==> config.mk <==
export PLATFORM = sky130hd
export DESIGN_NAME = mem_writeback
export DESIGN_NICKNAME = d
export VERILOG_FILES = /design/src/rtl/mem_writeback_pkg.sv /design/src/rtl/load_extend.sv /design/src/rtl/mem_writeback.sv
export SDC_FILE = /design/constraint.sdc
export NUM_CORES = 1
export LEC_CHECK = 0
export BUFFER_PORTS_ARGS = -buffer_cell sky130_fd_sc_hd__buf_2
export CAP_MARGIN = 20
export CORE_MARGIN = 1
export CORE_UTILIZATION = 51
export CTS_CLUSTER_DIAMETER = 150
export DETAILED_ROUTE_END_ITERATION = 8
export PLACE_DENSITY = 0.78
export SLEW_MARGIN = 5
export SYNTH_ARGS = -nofsm -noshare
export SYNTH_HDL_FRONTEND = slang
export SYNTH_HIERARCHICAL = 1
export SYNTH_SLANG_ARGS = --single-unit
==> constraint.sdc <==
create_clock -name clk -period 2.05 [get_ports clk]
set_input_delay 0.205 -clock clk [delete_from_list [all_inputs] [get_ports clk]]
set_output_delay 0.205 -clock clk [all_outputs]
set_load 0.005 [all_outputs]
==> src/rtl/mem_writeback_pkg.sv <==
// Shared definitions for the MIPS writeback stage: load opcodes and the
// state encoding of the two-entry writeback skid queue.
package mem_writeback_pkg;

  localparam logic [5:0] OP_LB  = 6'h20;
  localparam logic [5:0] OP_LH  = 6'h21;
  localparam logic [5:0] OP_LW  = 6'h23;
  localparam logic [5:0] OP_LBU = 6'h24;
  localparam logic [5:0] OP_LHU = 6'h25;
  localparam logic [5:0] OP_LL  = 6'h30;

  typedef enum logic [1:0] {
    EMPTY = 2'd0,
    ONE   = 2'd1,
    FULL  = 2'd2
  } q_state_t;

endpackage

==> src/rtl/load_extend.sv <==
// Combinational writeback data former: chooses the ALU result or the loaded
// word, extracts the addressed little-endian byte/halfword and extends it
// to a full register-width value.
module load_extend #(
  parameter int DATA_W = 32
) (
  input  logic [5:0]        opcode,
  input  logic [1:0]        byte_off,
  input  logic [DATA_W-1:0] mem_word,
  input  logic              mem_to_reg,
  input  logic [DATA_W-1:0] alu_result,
  output logic [DATA_W-1:0] wb_data
);
  import mem_writeback_pkg::*;

  logic [7:0]  sel_byte;
  logic [15:0] sel_half;

  // Lane selection and sign/zero extension; halfword lane ignores offset bit 0
  always_comb begin
    sel_byte = mem_word[7:0];
    case (byte_off)
      2'd0:    sel_byte = mem_word[7:0];
      2'd1:    sel_byte = mem_word[15:8];
      2'd2:    sel_byte = mem_word[23:16];
      default: sel_byte = mem_word[31:24];
    endcase
    sel_half = byte_off[1] ? mem_word[31:16] : mem_word[15:0];

    wb_data = mem_word;
    if (!mem_to_reg) begin
      wb_data = alu_result;
    end else begin
      case (opcode)
        OP_LB:        wb_data = {{(DATA_W-8){sel_byte[7]}}, sel_byte};
        OP_LBU:       wb_data = {{(DATA_W-8){1'b0}}, sel_byte};
        OP_LH:        wb_data = {{(DATA_W-16){sel_half[15]}}, sel_half};
        OP_LHU:       wb_data = {{(DATA_W-16){1'b0}}, sel_half};
        OP_LW, OP_LL: wb_data = mem_word;
        default:      wb_data = mem_word;
      endcase
    end
  end

endmodule

==> src/rtl/mem_writeback.sv <==
// MIPS writeback stage. Forms the register write (address from RegDst, data
// from ALU or extended load) at accept time and holds it in a 2-entry FIFO
// so the register file can stall without losing instructions. Writes to
// register 0 and non-writing instructions are consumed and dropped.
// Optional statistics counters are built when MEM_WRITEBACK_STATS_EN is
// defined; otherwise wb_count/stall_count are constant zero.
module mem_writeback #(
  parameter int DATA_W = 32,
  parameter int REG_AW = 5
) (
  input  logic              clk,
  input  logic              rst,
  input  logic              in_valid,
  output logic              in_ready,
  input  logic [5:0]        in_opcode,
  input  logic [REG_AW-1:0] in_rt,
  input  logic [REG_AW-1:0] in_rd,
  input  logic              in_reg_dst,
  input  logic              in_reg_write,
  input  logic              in_mem_to_reg,
  input  logic [DATA_W-1:0] in_alu_result,
  input  logic [DATA_W-1:0] in_mem_data,
  input  logic [1:0]        in_byte_off,
  output logic              wb_valid,
  input  logic              wb_ready,
  output logic [REG_AW-1:0] wb_addr,
  output logic [DATA_W-1:0] wb_data,
  output logic [31:0]       wb_count,
  output logic [31:0]       stall_count
);
  import mem_writeback_pkg::*;

  q_state_t          state;
  logic [REG_AW-1:0] head_addr;
  logic [DATA_W-1:0] head_data;
  logic [REG_AW-1:0] tail_addr;
  logic [DATA_W-1:0] tail_data;
  logic [REG_AW-1:0] new_addr;
  logic [DATA_W-1:0] new_data;
  logic              accept;
  logic              enq;
  logic              retire;

  assign new_addr = in_reg_dst ? in_rd : in_rt;

  load_extend #(
    .DATA_W(DATA_W)
  ) u_load_extend (
    .opcode    (in_opcode),
    .byte_off  (in_byte_off),
    .mem_word  (in_mem_data),
    .mem_to_reg(in_mem_to_reg),
    .alu_result(in_alu_result),
    .wb_data   (new_data)
  );

  assign accept = in_valid && in_ready;
  assign enq    = accept && in_reg_write && (new_addr != '0);
  assign retire = wb_valid && wb_ready;

  assign wb_addr = head_addr;
  assign wb_data = head_data;

  // Queue FSM; in_ready/wb_valid are flops updated with each transition
  always_ff @(posedge clk) begin
    if (rst) begin
      state     <= EMPTY;
      in_ready  <= 1'b1;
      wb_valid  <= 1'b0;
      head_addr <= '0;
      head_data <= '0;
      tail_addr <= '0;
      tail_data <= '0;
    end else begin
      case (state)
        EMPTY: begin
          if (enq) begin
            head_addr <= new_addr;
            head_data <= new_data;
            wb_valid  <= 1'b1;
            state     <= ONE;
          end
        end
        ONE: begin
          if (enq && retire) begin
            head_addr <= new_addr;
            head_data <= new_data;
          end else if (enq) begin
            tail_addr <= new_addr;
            tail_data <= new_data;
            in_ready  <= 1'b0;
            state     <= FULL;
          end else if (retire) begin
            wb_valid <= 1'b0;
            state    <= EMPTY;
          end
        end
        FULL: begin
          if (retire) begin
            head_addr <= tail_addr;
            head_data <= tail_data;
            in_ready  <= 1'b1;
            state     <= ONE;
          end
        end
        default: begin
          state    <= EMPTY;
          in_ready <= 1'b1;
          wb_valid <= 1'b0;
        end
      endcase
    end
  end

`ifdef MEM_WRITEBACK_STATS_EN
  logic [31:0] wb_cnt_q;
  logic [31:0] stall_cnt_q;

  // Retire and stall counters, free-running with natural 32-bit wrap
  always_ff @(posedge clk) begin
    if (rst) begin
      wb_cnt_q    <= '0;
      stall_cnt_q <= '0;
    end else begin
      if (retire) begin
        wb_cnt_q <= wb_cnt_q + 32'd1;
      end
      if (wb_valid && !wb_ready) begin
        stall_cnt_q <= stall_cnt_q + 32'd1;
      end
    end
  end

  assign wb_count    = wb_cnt_q;
  assign stall_count = stall_cnt_q;
`else
  assign wb_count    = '0;
  assign stall_count = '0;
`endif

endmodule

Yosys cells after proc, flatten, opt, wreduce, memory -nomap -nowiden
Cells that the tools add are included.
{"block": "totals", "word_cells": 68, "regBits": 78, "output_inout_bits": 103, "input_bits": 89}
{"block": "op_classes", "bitwise_logic": 3, "mux": 28, "n_reduce_logical": 14, "eq_ne": 16}
{"cell": "32-bit two-way mux", "n": 4}
{"cell": "32-bit one-hot mux with 4 select lines", "n": 1}
{"cell": "32-bit one-hot mux with 3 select lines", "n": 1}
{"cell": "6-bit == test (second input constant)", "n": 4}
{"cell": "8-bit one-hot mux with 3 select lines", "n": 1}
{"cell": "5-bit two-way mux", "n": 4}
{"cell": "16-bit two-way mux", "n": 1}
{"cell": "5-bit one-hot mux with 3 select lines", "n": 1}
{"cell": "2-bit != test (second input constant)", "n": 7}
{"cell": "4-bit AND reduction", "n": 3}
{"cell": "2-bit two-way mux", "n": 5}
{"cell": "1-bit two-way mux", "n": 7}
{"cell": "1-bit one-hot mux with 3 select lines", "n": 2}
{"cell": "2-bit one-hot mux with 3 select lines", "n": 1}
{"cell": "1-bit logical AND", "n": 5}
{"cell": "5-bit AND reduction", "n": 1}
{"cell": "5-bit nonzero test", "n": 1}
{"cell": "2-bit by 1-bit == test with 1-bit output (second input constant)", "n": 2}
{"cell": "2-bit == test (second input constant)", "n": 2}
{"cell": "2-bit logical NOT", "n": 2}
{"cell": "3-bit != test (second input constant)", "n": 1}
{"cell": "1-bit NOT", "n": 3}
{"cell": "3-bit AND reduction", "n": 1}
{"cell": "3-bit nonzero test", "n": 1}

Depth between registers and ports, before layout
Gate-level depths: netlist of the first run.
{"block": "depth", "depth_word": 6, "depth_mapped": 9}

Modules after synthesis
The synthesis of the first run kept the hierarchy.
{"module": "mem_writeback", "seq_area_each_um2": 1561.5, "area_each_um2": 4217.8, "instances": 1, "cells_each": 477}
{"module": "load_extend", "seq_area_each_um2": 0.0, "area_each_um2": 1129.8, "instances": 1, "cells_each": 175}

Worst setup path after synthesis of the first run
No wires, ideal clock.
{"block": "synth_path", "path_kind": "input -> register", "startpoint": "input port in_opcode[3]", "endpoint": "register head_data[3], in the netlist wb_data[3]", "path_slack_ns": 0.153, "setup_ns": 0.121, "required_ns": 1.929, "cell_stages": 9, "n_path_buf": 2, "arrival_time_ns": 1.776, "path_cell_list": "or4b_1 > buf_2 > buf_2 > nand2_1 > nand4_1 > o22a_1 > mux2i_1 > nor2_1 > mux2_2"}
{"block": "synth_via", "elab_chain_cells": 5}
{"element": "start: declaration", "line": "mem_writeback.sv:15", "text": "input logic [5:0] in_opcode,"}
{"element": "6-bit == test", "line": "load_extend.sv:34", "text": "case (opcode)"}
{"element": "32-bit one-hot mux with 4 select lines *", "line": "load_extend.sv:34"}
{"element": "32-bit two-way mux *", "line": "load_extend.sv:31", "text": "if (!mem_to_reg) begin"}
{"element": "net new_data[3]", "line": "mem_writeback.sv:39", "text": "logic [DATA_W-1:0] new_data;"}
{"element": "32-bit two-way mux (on tied branches)", "line": "mem_writeback.sv:85, mem_writeback.sv:77"}
{"element": "32-bit one-hot mux with 3 select lines *", "line": "mem_writeback.sv:75", "text": "case (state)"}
{"element": "end signal: assignment", "line": "mem_writeback.sv:79", "text": "head_data <= new_data;"}
{"element": "end signal: assignment", "line": "mem_writeback.sv:87", "text": "head_data <= new_data;"}
{"element": "end signal: assignment", "line": "mem_writeback.sv:101", "text": "head_data <= tail_data;"}
{"element": "end: declaration", "line": "mem_writeback.sv:35", "text": "logic [DATA_W-1:0] head_data;"}
Mark *: on every way through the listed nets, which the timed path passes. The rest lies on a longest branch. The select of a mux whose other input is x is not followed.
A chain may end at the register's enable or synchronous reset.

Worst setup path in the final report of the first run
{"block": "layout_path", "startpoint": "input port in_byte_off[0]", "endpoint": "register head_data[12], in the netlist wb_data[12]"}
{"block": "layout_via", "elab_chain_cells": 6}
{"element": "start: declaration", "line": "mem_writeback.sv:23", "text": "input logic [1:0] in_byte_off,"}
{"element": "2-bit == test, or another cell as far along", "line": "load_extend.sv:22", "text": "case (byte_off)"}
{"element": "8-bit one-hot mux with 3 select lines *", "line": "load_extend.sv:22"}
{"element": "32-bit one-hot mux with 4 select lines *", "line": "load_extend.sv:34"}
{"element": "32-bit two-way mux *", "line": "load_extend.sv:31"}
{"element": "net new_data[12]", "line": "mem_writeback.sv:39"}
{"element": "32-bit two-way mux (on tied branches)", "line": "mem_writeback.sv:85, mem_writeback.sv:77"}
{"element": "32-bit one-hot mux with 3 select lines *", "line": "mem_writeback.sv:75"}
Marks and branches as above.

==> out/qor.csv, run 1 <==
metric,value,unit
gr-total-overflow,0,
nNetsFinal,854,
yosys_warnings,6,
drive_above_1_share,26.30,%
stdcell_count,904,
arrival,2.11,ns
path_common_cell,mux2i_1,
cts_resized,0,
dr_total_vias,5129,
p_per_area,575.8,nW/µm²
grt_max_degree,50,
power_frac_seq,45.3,%
synth-seq-area-share,29.20,%
slowest_stage,a21boi_1,
cp_num_buf_inv,1,
synth.distinct_cells,47,
grt_pass1_vias,4722,
skew,0.01035,ns
globalplace.congestion,0.8869,
synth_cells,652,
cts-hold-fix-buffers,0,
setup_violations,0,
p_clk_share,32.7,%
worstSetupEndpoint,wb_data[12]$_SDFFE_PP0P_,
drt_iter0_drc,556,
status,finished clean,
num_io_pins,192,
p_sw_share,29.34,%
internal_power,2.516,mW
synth_area,5348,µm²
maxSlewViolCount,0,
relSlewSlack,30.30,%
worstSetupStartpoint,in_byte_off[0],
insertion_delay,0.36,ns
core_area,10230,µm²
fmax,536.2,MHz
vdd_drop_max,0.2946,mV
ant_nets,0,
comb_power_share,22.0,%
cp.required,2.30,ns
hp-class,in -> reg,
cellLeakagePower,3.000,nW
fp.dieArea,10900,µm²
viasPerCell,5.674,
switchingPower,1.045,mW
route.detailed.drc,0,
cp-start-kind,input port,
wirelength,15.21,mm
antenna_found_initial,0,
r2r-start,state[0]$_SDFFE_PP0P_,
dp_hpwl,11.02,mm
cts-root-buf,clkbuf_8,
synth.top_cell.area_share,29.20,%
yosys.area.top_type,dfxtp_1,
path_cells,buf_2 > mux2i_1 > o22ai_1 > a21boi_1 > a31oi_1 > mux2i_1 > nor2_1 > mux2_1,
grt_pass1_wl,24.03,mm
cts_tree,yes,
path_depth,8,
tightest_slew,1.043,ns
grt_setup_unrepaired,no,
maxCapViolations,0,
cts_max_level,3,
synthFlopType,dfxtp_1,
reg2reg_slack,0.28,ns
r2r_end,tail_data[16]$_SDFFE_PP0P_,
r2r_cells,5,
avgSynthCellArea,8.202,µm²
cts_buffers,9,
placed_cells,890,
endpoint_kind,register,
ys_async_sr_fraction,0,%
num_rows,37,
die_x,104.4,µm
portBuffers,127,
track_usage,27.91,%
initial_core_util,52.27,%
antennaDiodeCount,0,
postCtsSetupBuffers,0,
clock_path_buffers,2,
crit_family,compound AO/OA/AOI/OAI gates,
routedWlPerCell,16.83,µm
area_growth,15.65,%
first_pass_iters,5,
clock-sinks,78,
die_y,104.4,µm
crit_fanout,8,
clk_pin_slew,0.08,ns
utilization,60.45,%
synth_edf_count,0,
final_common_cell,buf_2,
final_cell_mix,"126 x buf_2, 78 x dfxtp_1, 73 x nand3_1",
min_period,1.865,ns
min_period_over_period,90.97,%
report.final.hold_viol_count,0,
ys_ff_latch,78,
synth_area_leaders,"dfxtp_1 29%, buf_4 9.1%, mux2i_1 7.3%",
crit_type,in -> reg,
max_stage_delay,0.62,ns
tightest hold or removal path, delay by kind of cell:
family                 cells  cell delay [ns]
buffers and inverters      1             0.11
AND/OR/NAND/NOR            1             0.04
AO/OA/AOI/OAI              2             0.20
power by group through the flow:
stage	registers [mW]	clock network, mW	logic, mW
after floorplan	1.65	0	0.547
after global placement	1.65	0	0.752
after detailed placement	1.65	0	0.773
after CTS	1.61	1.18	0.776
after global routing	1.62	1.25	0.855
final	1.61	1.16	0.784
Yosys cell counts, types with 4 or more instances:
cell type,number
clkbuf_1,31
mux2i_1,39
buf_6,4
buf_4,65
mux2_1,30
dfxtp_1,78
nor3_1,12
mux4_2,7
buf_2,11
a31oi_1,8
a32oi_1,7
a21oi_1,43
nand3_1,73
o22a_1,8
nand2b_1,20
nand2_1,27
buf_1,6
nor2_1,51
o21ai_0,36
nor2b_1,45
inv_1,4
mux2_2,12
nand4_1,7
cells by family (layout without fill, tap and decap cells):
kind of cell    after synthesis  in the layout  synth area share, %
compound gates              116            116                13.64
buf+inv                     121            174                13.87
flops                        78             78                29.20
mux                          88             88                19.09
other cells                   1             64              0.07012
simple gates                248            248                24.12
final cells by class:
| cell class | instances | area, µm² |
|---|---|---|
| fillers | 933 | 4046 |
| inverters | 4 | 15.01 |
| clock buffers | 10 | 137.6 |
| multi-input cells | 516 | 3296 |
| repair buffers | 156 | 955.9 |
| well taps | 136 | 170.2 |
| flip-flops and latches | 78 | 1562 |
| clock inverters | 4 | 48.80 |
how the worst min path moves through the flow:
stage	slack [ns]	startpoint	cells after the start	to
CTS	0.24	wb_ready	4	state[1]$_SDFFE_PP0P_
global placement	0.46	tail_data[21]$_SDFFE_PP0P_	2	tail_data[21]$_SDFFE_PP0P_
detailed placement	0.47	tail_data[5]$_SDFFE_PP0P_	2	tail_data[5]$_SDFFE_PP0P_
finish	0.24	wb_ready	4	wb_valid$_SDFFE_PP0P_
floorplan	0.44	wb_ready	3	state[1]$_SDFFE_PP0P_
global route	0.24	wb_ready	4	state[1]$_SDFFE_PP0P_
state kept, by name, indices dropped and copies added (netlist names):
register	count
wb_data	32
wb_addr	5
tail_addr	5
tail_data	32
state	2
in_ready	1
wb_valid	1
per-stage QoR:
stage	setup slack, ns	hold WS, ns	area [µm²]	setup TNS (ns)	total power, mW
after CTS	0.2452	0.2365	6185	0	3.570
after global placement	-0.07196	0.4590	5998	-0.3931	2.399
final	0.1851	0.2444	6185	0	3.561
after floorplan	0.1529	0.4422	5584	0	2.196
after detailed placement	-0.1283	0.4667	5998	-0.9299	2.422
after global routing	0.1424	0.2353	6185	0	3.726
routing by layer:
| layer | GRT usage (%) | vias up | wire, µm |
|---|---|---|---|
| met2 | 43.76 | 293 | 7011 |
| met4 | 13.06 | 0 | 464 |
| met3 | 5.764 | 41 | 1348 |
| met1 | 36.59 | 2408 | 6386 |
| met5 | 0 | - | 0 |
| li1 | - | 2387 | - |
Power figures use the tool's default switching activity.
==> run 2, diff against run 1 <==
--- a/config.mk
+++ b/config.mk
@@ -11,7 +11,7 @@
 export CORE_UTILIZATION = 51
 export CTS_CLUSTER_DIAMETER = 150
 export DETAILED_ROUTE_END_ITERATION = 8
-export PLACE_DENSITY = 0.78
+export PLACE_DENSITY = 0.88
 export SLEW_MARGIN = 5
 export SYNTH_ARGS = -nofsm -noshare
 export SYNTH_HDL_FRONTEND = slang
==> run 2 against run 1 <==
  * Non-clock buffer count rose by 5
  * Combinational power fell by 2%
  * Setup slack improved by 0.048 ns
  * Count of clock-buffer cells in the layout fell by 1
  * Sequential cell count did not move
  * Maximum frequency rose by 2.6%
  * First-iteration DRC count fell by 28%
  * Sequential power barely moved
  * Critical endpoint is now wb_data[0]$_SDFFE_PP0P_
  * Largest power group unchanged
==> out/qor.csv, run 2 (synthesis results as in run 1) <==
metric,value,unit,change
routedWlPerCell,15.83,µm,-5.9%
num_io_pins,192,,unchanged
cp-start-kind,input port,,
seq_area,1562,µm²,unchanged
die_y,104.4,µm,unchanged
crit_fanout,22,,+14
tns,0,ns,unchanged
wirelength,14.42,mm,-5.2%
insertion_delay,0.36,ns,about the same
first_pass_iters,5,,unchanged
r2r-start,state[1]$_SDFFE_PP0P_,,
final_common_cell,buf_2,,
skew,0.01445,ns,+0.004105 ns
cts-hold-fix-buffers,0,,unchanged
relSlewSlack,35.98,%,+5.7 points
num_rows,37,,unchanged
grt_pass1_vias,4748,,+0.55%
antennaDiodeCount,0,,unchanged
area_growth,15.42,%,
layout_setup_ws,0.2331,ns,+0.04794 ns
cts-root-buf,clkbuf_8,,
gr-total-overflow,0,,unchanged
dp_hpwl,10.48,mm,-5.0%
arrival,2.08,ns,-0.03 ns
die_x,104.4,µm,unchanged
cts_tree,yes,,
use_met1,31.30,%,-5.3 points
maxCapViolations,0,,unchanged
dr_total_vias,5113,,-0.31%
clock-sinks,78,,unchanged
met2_usage,45.22,%,+1.5 points
clk_pin_slew,0.09,ns,about the same
grt_pass1_wl,22.87,mm,-4.8%
fill_cells,948,,+1.6%
reg2reg_slack,0.41,ns,+0.13 ns
worstSetupStartpoint,in_opcode[3],,
cts_max_level,3,,unchanged
tightest_slew,0.9583,ns,-0.08500 ns
track_usage,26.20,%,-1.7 points
core_area,10230,µm²,unchanged
hp-start,wb_ready,,
multiInputGateArea,3296,µm²,unchanged
vdd_drop_max,0.3799,mV,+29%
fp.dieArea,10900,µm²,unchanged
grt_max_degree,41,,-18%
initial_core_util,52.27,%,unchanged
grt_setup_unrepaired,no,,
hp-class,in -> reg,,
top_usage_layer,met2,,
stdcell_area,6172,µm²,-0.20%
cp.required,2.31,ns,about the same
setup_violations,0,,unchanged
grtUsageMet3,5.451,%,-0.31 points
viasPerCell,5.613,,-1.1%
postCtsSetupBuffers,0,,unchanged
cts_buffers,9,,unchanged
drive_above_1_share,26.97,%,+0.67 points
status,finished clean,,
fmax,550.4,MHz,+2.6%
final_cell_mix,"126 x buf_2, 78 x dfxtp_1, 73 x nand3_1",,
clock_path_buffers,2,,unchanged
portBuffers,127,,unchanged
globalplace.congestion,0.9471,,+6.8%
cellLeakagePower,3.001,nW,about the same
min_period_over_period,88.63,%,-2.3 points
dpl-instance-area,5986,µm²,-0.21%
min_period,1.817,ns,-0.04794 ns
route.detailed.drc,0,,unchanged
pre_cts_slack,-0.1180,ns,+0.01024 ns
crit_type,in -> reg,,
ant_nets,0,,unchanged
drt_iter0_drc,403,,-28%
maxSlewViolCount,0,,unchanged
p_per_area,566.5,nW/µm²,-1.6%
cts_resized,0,,unchanged
antenna_found_initial,0,,unchanged
nNetsFinal,859,,+0.59%
endpoint_kind,register,,
report.final.hold_viol_count,0,,unchanged
## run 2: cell types whose count changed in the layout (fill, tap and decap cells not counted), sizes merged
| cell | delta |
|---|---|
| buf | +5 |
| inv | +4 |
| bufinv | -1 |
| clkbuf | -1 |
| clkinv | -1 |
| clkinvlp | +1 |
## run 2: path summary, 6_finish.rpt
path / end / depth (start not counted)
hold / removal: state[1]$_SDFFE_PP0P_ / 4
hold reg to reg: tail_data[27]$_SDFFE_PP0P_ / 2
setup reg to reg: wb_data[14]$_SDFFE_PP0P_ / 5
setup / recovery: wb_data[0]$_SDFFE_PP0P_ / 9
## run 2: final cells by class
type,instances,area share [%]
well taps,136,2.757
flip-flops and latches,78,25.30
repair buffers,161,15.28
clock inverters,7,1.014
clock buffers,9,2.007
inverters,4,0.2433
multi-input cells,516,53.40
## run 2: stage by stage
stage / std cells / total power [mW] / utilization (%) / hold WS (ns)
after floorplan: 715 / 2.196 / - / 0.4422
after global placement: 895 / 2.394 / 58.51 / 0.4555
after detailed placement: 895 / 2.408 / 58.51 / 0.4661
after CTS: 911 / 3.507 / 60.33 / 0.2166
after global routing: 911 / 3.661 / 60.33 / 0.2407
final: 911 / 3.497 / 60.33 / 0.2278
## run 2: worst max-delay path, stage by stage
cell     delay, ns
buf_2         0.10
or4b_1        0.63
buf_4         0.26
nand2_1       0.09
nand4_1       0.09
o22a_1        0.22
mux2i_1       0.16
nor2_1        0.05
mux2_2        0.25
## run 2: report_power, final
group | internal (mW) | switching [mW] | leakage (nW)
combinational | 0.352 | 0.418 | 2.27
clock | 0.465 | 0.645 | 0.0927
sequential | 1.58 | 0.0355 | 0.633
total | 2.40 | 1.10 | 3.00
## run 2: routing by layer
layer  up-vias  part of all wire [%]  routed length [µm]
li1       2403                     -                   -
met1      2371                    40                5712
met2       301                    49                7132
met3        38                   8.2                1188
met4         0                   2.7                 388
met5         -                     0                   0
==> run 3, diff against run 2 <==
--- a/config.mk
+++ b/config.mk
@@ -8,10 +8,10 @@
 export BUFFER_PORTS_ARGS = -buffer_cell sky130_fd_sc_hd__buf_2
 export CAP_MARGIN = 20
 export CORE_MARGIN = 1
-export CORE_UTILIZATION = 51
+export CORE_UTILIZATION = 46
 export CTS_CLUSTER_DIAMETER = 150
 export DETAILED_ROUTE_END_ITERATION = 8
-export PLACE_DENSITY = 0.88
+export PLACE_DENSITY = 0.84
 export SLEW_MARGIN = 5
 export SYNTH_ARGS = -nofsm -noshare
 export SYNTH_HDL_FRONTEND = slang
==> constraint.sdc (replaced) <==
create_clock -name clk -period 1.5 [get_ports clk]
set_input_delay 0.15 -clock clk [delete_from_list [all_inputs] [get_ports clk]]
set_output_delay 0.15 -clock clk [all_outputs]
set_load 0.005 [all_outputs]
==> run 3 against run 2 <==
  * The flow now finishes with violations (setup timing)
  * Highest routed layer unchanged
  * Largest cell class unchanged
  * Die area is 11% higher
  * Critical endpoint is now tail_data[16]$_SDFFE_PP0P_
  * Worst hold slack worse by 0.074 ns
  * Largest power group is now the clock network
  * Final area is 22% higher
==> out/qor.csv, run 3 (synthesis results as in run 1) <==
metric,value,unit,change
finalPower,6.014,mW,+72%
die_x,109.8,µm,+5.2%
gr-total-overflow,0,,unchanged
reg2reg_slack,-0.12,ns,-0.53 ns
dr_total_vias,5527,,+8.1%
route.detailed.drc,0,,unchanged
insertion_delay,0.34,ns,-0.02 ns
hold_ws,0.1537,ns,-0.07405 ns
cts_max_level,3,,unchanged
setup_violations,72,,+72
crit_fanout,10,,-55%
arrival,1.83,ns,-0.25 ns
drt_iter0_drc,469,,+16%
report.final.hold_viol_count,0,,unchanged
final_common_cell,buf_2,,
p_sw_share,28.96,%,-2.5 points
grtUsageMet3,4.683,%,-0.77 points
fill_cells,870,,-8.2%
min_period,1.618,ns,
fmax,618.0,MHz,
path_cells,a21bo_4 > or3_4 > o21ai_0 > a21oi_2,,
comb_power_share,23.5,%,+1.5 points
grt_setup_unrepaired,yes,,
clock-sinks,78,,unchanged
maxCapViolations,0,,unchanged
fp.dieArea,12060,µm²,+11%
endpoint_kind,register,,
grt_pass1_vias,5112,,+7.7%
switchingPower,1.742,mW,+59%
grt_pass1_wl,25.66,mm,+12%
met2_usage,46.65,%,+1.4 points
stdcell_count,978,,+7.4%
vdd_drop_max,0.7148,mV,+88%
antenna_found_initial,0,,unchanged
antennaDiodeCount,0,,unchanged
relSlewSlack,60.23,%,+24 points
min_period_over_period,107.9,%,
stdcell_area,7517,µm²,+22%
final_cell_mix,"124 x buf_2, 75 x dfxtp_1, 64 x conb_1, 64 x buf_4, 53 x nand3_1",,
crit_type,reg -> reg,,
drive_above_1_share,41.44,%,+14 points
cts-hold-fix-buffers,0,,unchanged
core_area,11370,µm²,+11%
cp_num_buf_inv,0,,-2
routedWlPerCell,17.90,µm,+13%
cellLeakagePower,3.591,nW,+20%
die_y,109.8,µm,+5.2%
status,finished with violations,,
tightest_slew,0.5939,ns,-0.3645 ns
cts_buffers,9,,unchanged
area_growth,40.57,%,
crit_family,compound AO/OA/AOI/OAI gates,,
max_stage_delay,0.49,ns,-0.14 ns
clk_pin_slew,0.07,ns,-0.02 ns
num_io_pins,192,,unchanged
dpl-instance-area,6466,µm²,+8.0%
first_pass_iters,7,,+2
layout_setup_ws,-0.1182,ns,-0.3513 ns
cts-root-buf,clkbuf_16,,
cts_tree,yes,,
pre_cts_slack,-0.5613,ns,-0.4433 ns
globalplace.congestion,0.9476,,about the same
ant_nets,0,,unchanged
viasPerCell,5.651,,+0.69%
power_frac_seq,36.7,%,-9.5 points
internal_power,4.273,mW,+78%
dp_hpwl,10.81,mm,+3.2%
p_clk_share,39.8,%,+8.0 points
nNetsFinal,919,,+7.0%
cp.required,1.71,ns,-0.60 ns
num_rows,39,,+5.4%
hp-class,in -> reg,,
utilization,66.12,%,+5.8 points
slowest_stage,or3_4,,
skew,0.01143,ns,-0.003026 ns
track_usage,27.87,%,+1.7 points
portBuffers,127,,unchanged
maxSlewViolCount,0,,unchanged
wirelength,17.51,mm,+21%
violations,setup timing,,
use_met1,34.88,%,+3.6 points
top_usage_layer,met2,,
clock_path_buffers,2,,unchanged
p_per_area,800.1,nW/µm²,+41%
tns,-4.658,ns,-4.658 ns
initial_core_util,47.03,%,-5.2 points
placed_cells,937,,+4.7%
grt_max_degree,58,,+41%
cp-start-kind,register,,
## run 3: changes by cell type in the layout (fill, tap and decap cells not counted), moves of 16 or more
| cell | before | now |
|---|---|---|
| a21oi_1 | 43 | 25 |
| a21oi_2 | 0 | 17 |
| buf_4 | 31 | 64 |
| nand3_1 | 73 | 53 |
| o21ai_0 | 36 | 19 |
| o21ai_1 | 0 | 16 |
## run 3: area by class of cell
cell class              count  area, µm²  area share [%]
multi-input cells         520       3812           50.72
repair buffers            217       1620           21.55
flip-flops and latches     78       1568           20.86
clock buffers              10      250.2           3.329
well taps                 143      178.9           2.380
clock inverters             6      72.57          0.9654
inverters                   4      15.01          0.1997
## run 3: worst paths after layout
path,endpoint,start,cells after the start
setup / recovery,tail_data[16]$_SDFFE_PP0P_,state[0]$_SDFFE_PP0P_,4
hold / removal,wb_valid$_SDFFE_PP0P_,rst,2
setup reg to reg,tail_data[16]$_SDFFE_PP0P_,state[0]$_SDFFE_PP0P_,4
hold reg to reg,tail_data[23]$_SDFFE_PP0P_,tail_data[23]$_SDFFE_PP0P_,2
## run 3: power by group through the flow
stage,clock network (mW),registers (mW),logic [mW]
6_report,2.39,2.21,1.41
5_1_grt,2.51,2.22,1.52
3_5_place_dp,0,2.25,1.18
4_1_cts,2.41,2.21,1.28
2_1_floorplan,0,2.25,0.797
3_3_place_gp,0,2.25,1.16
## run 3: timing repair
action | in CTS | in global routing
setup endpoints to repair | 70 | 77
setup buffers | 9 | 3
pin swaps | 16 | 25
gates cloned | 7 | 6
resized for setup | 39 | 60
## run 3: metal layers
layer | wire (µm) | vias up
met5 | 0 | -
met4 | 605 | 0
met3 | 1474 | 40
met2 | 8397 | 294
met1 | 7030 | 2645
li1 | - | 2548
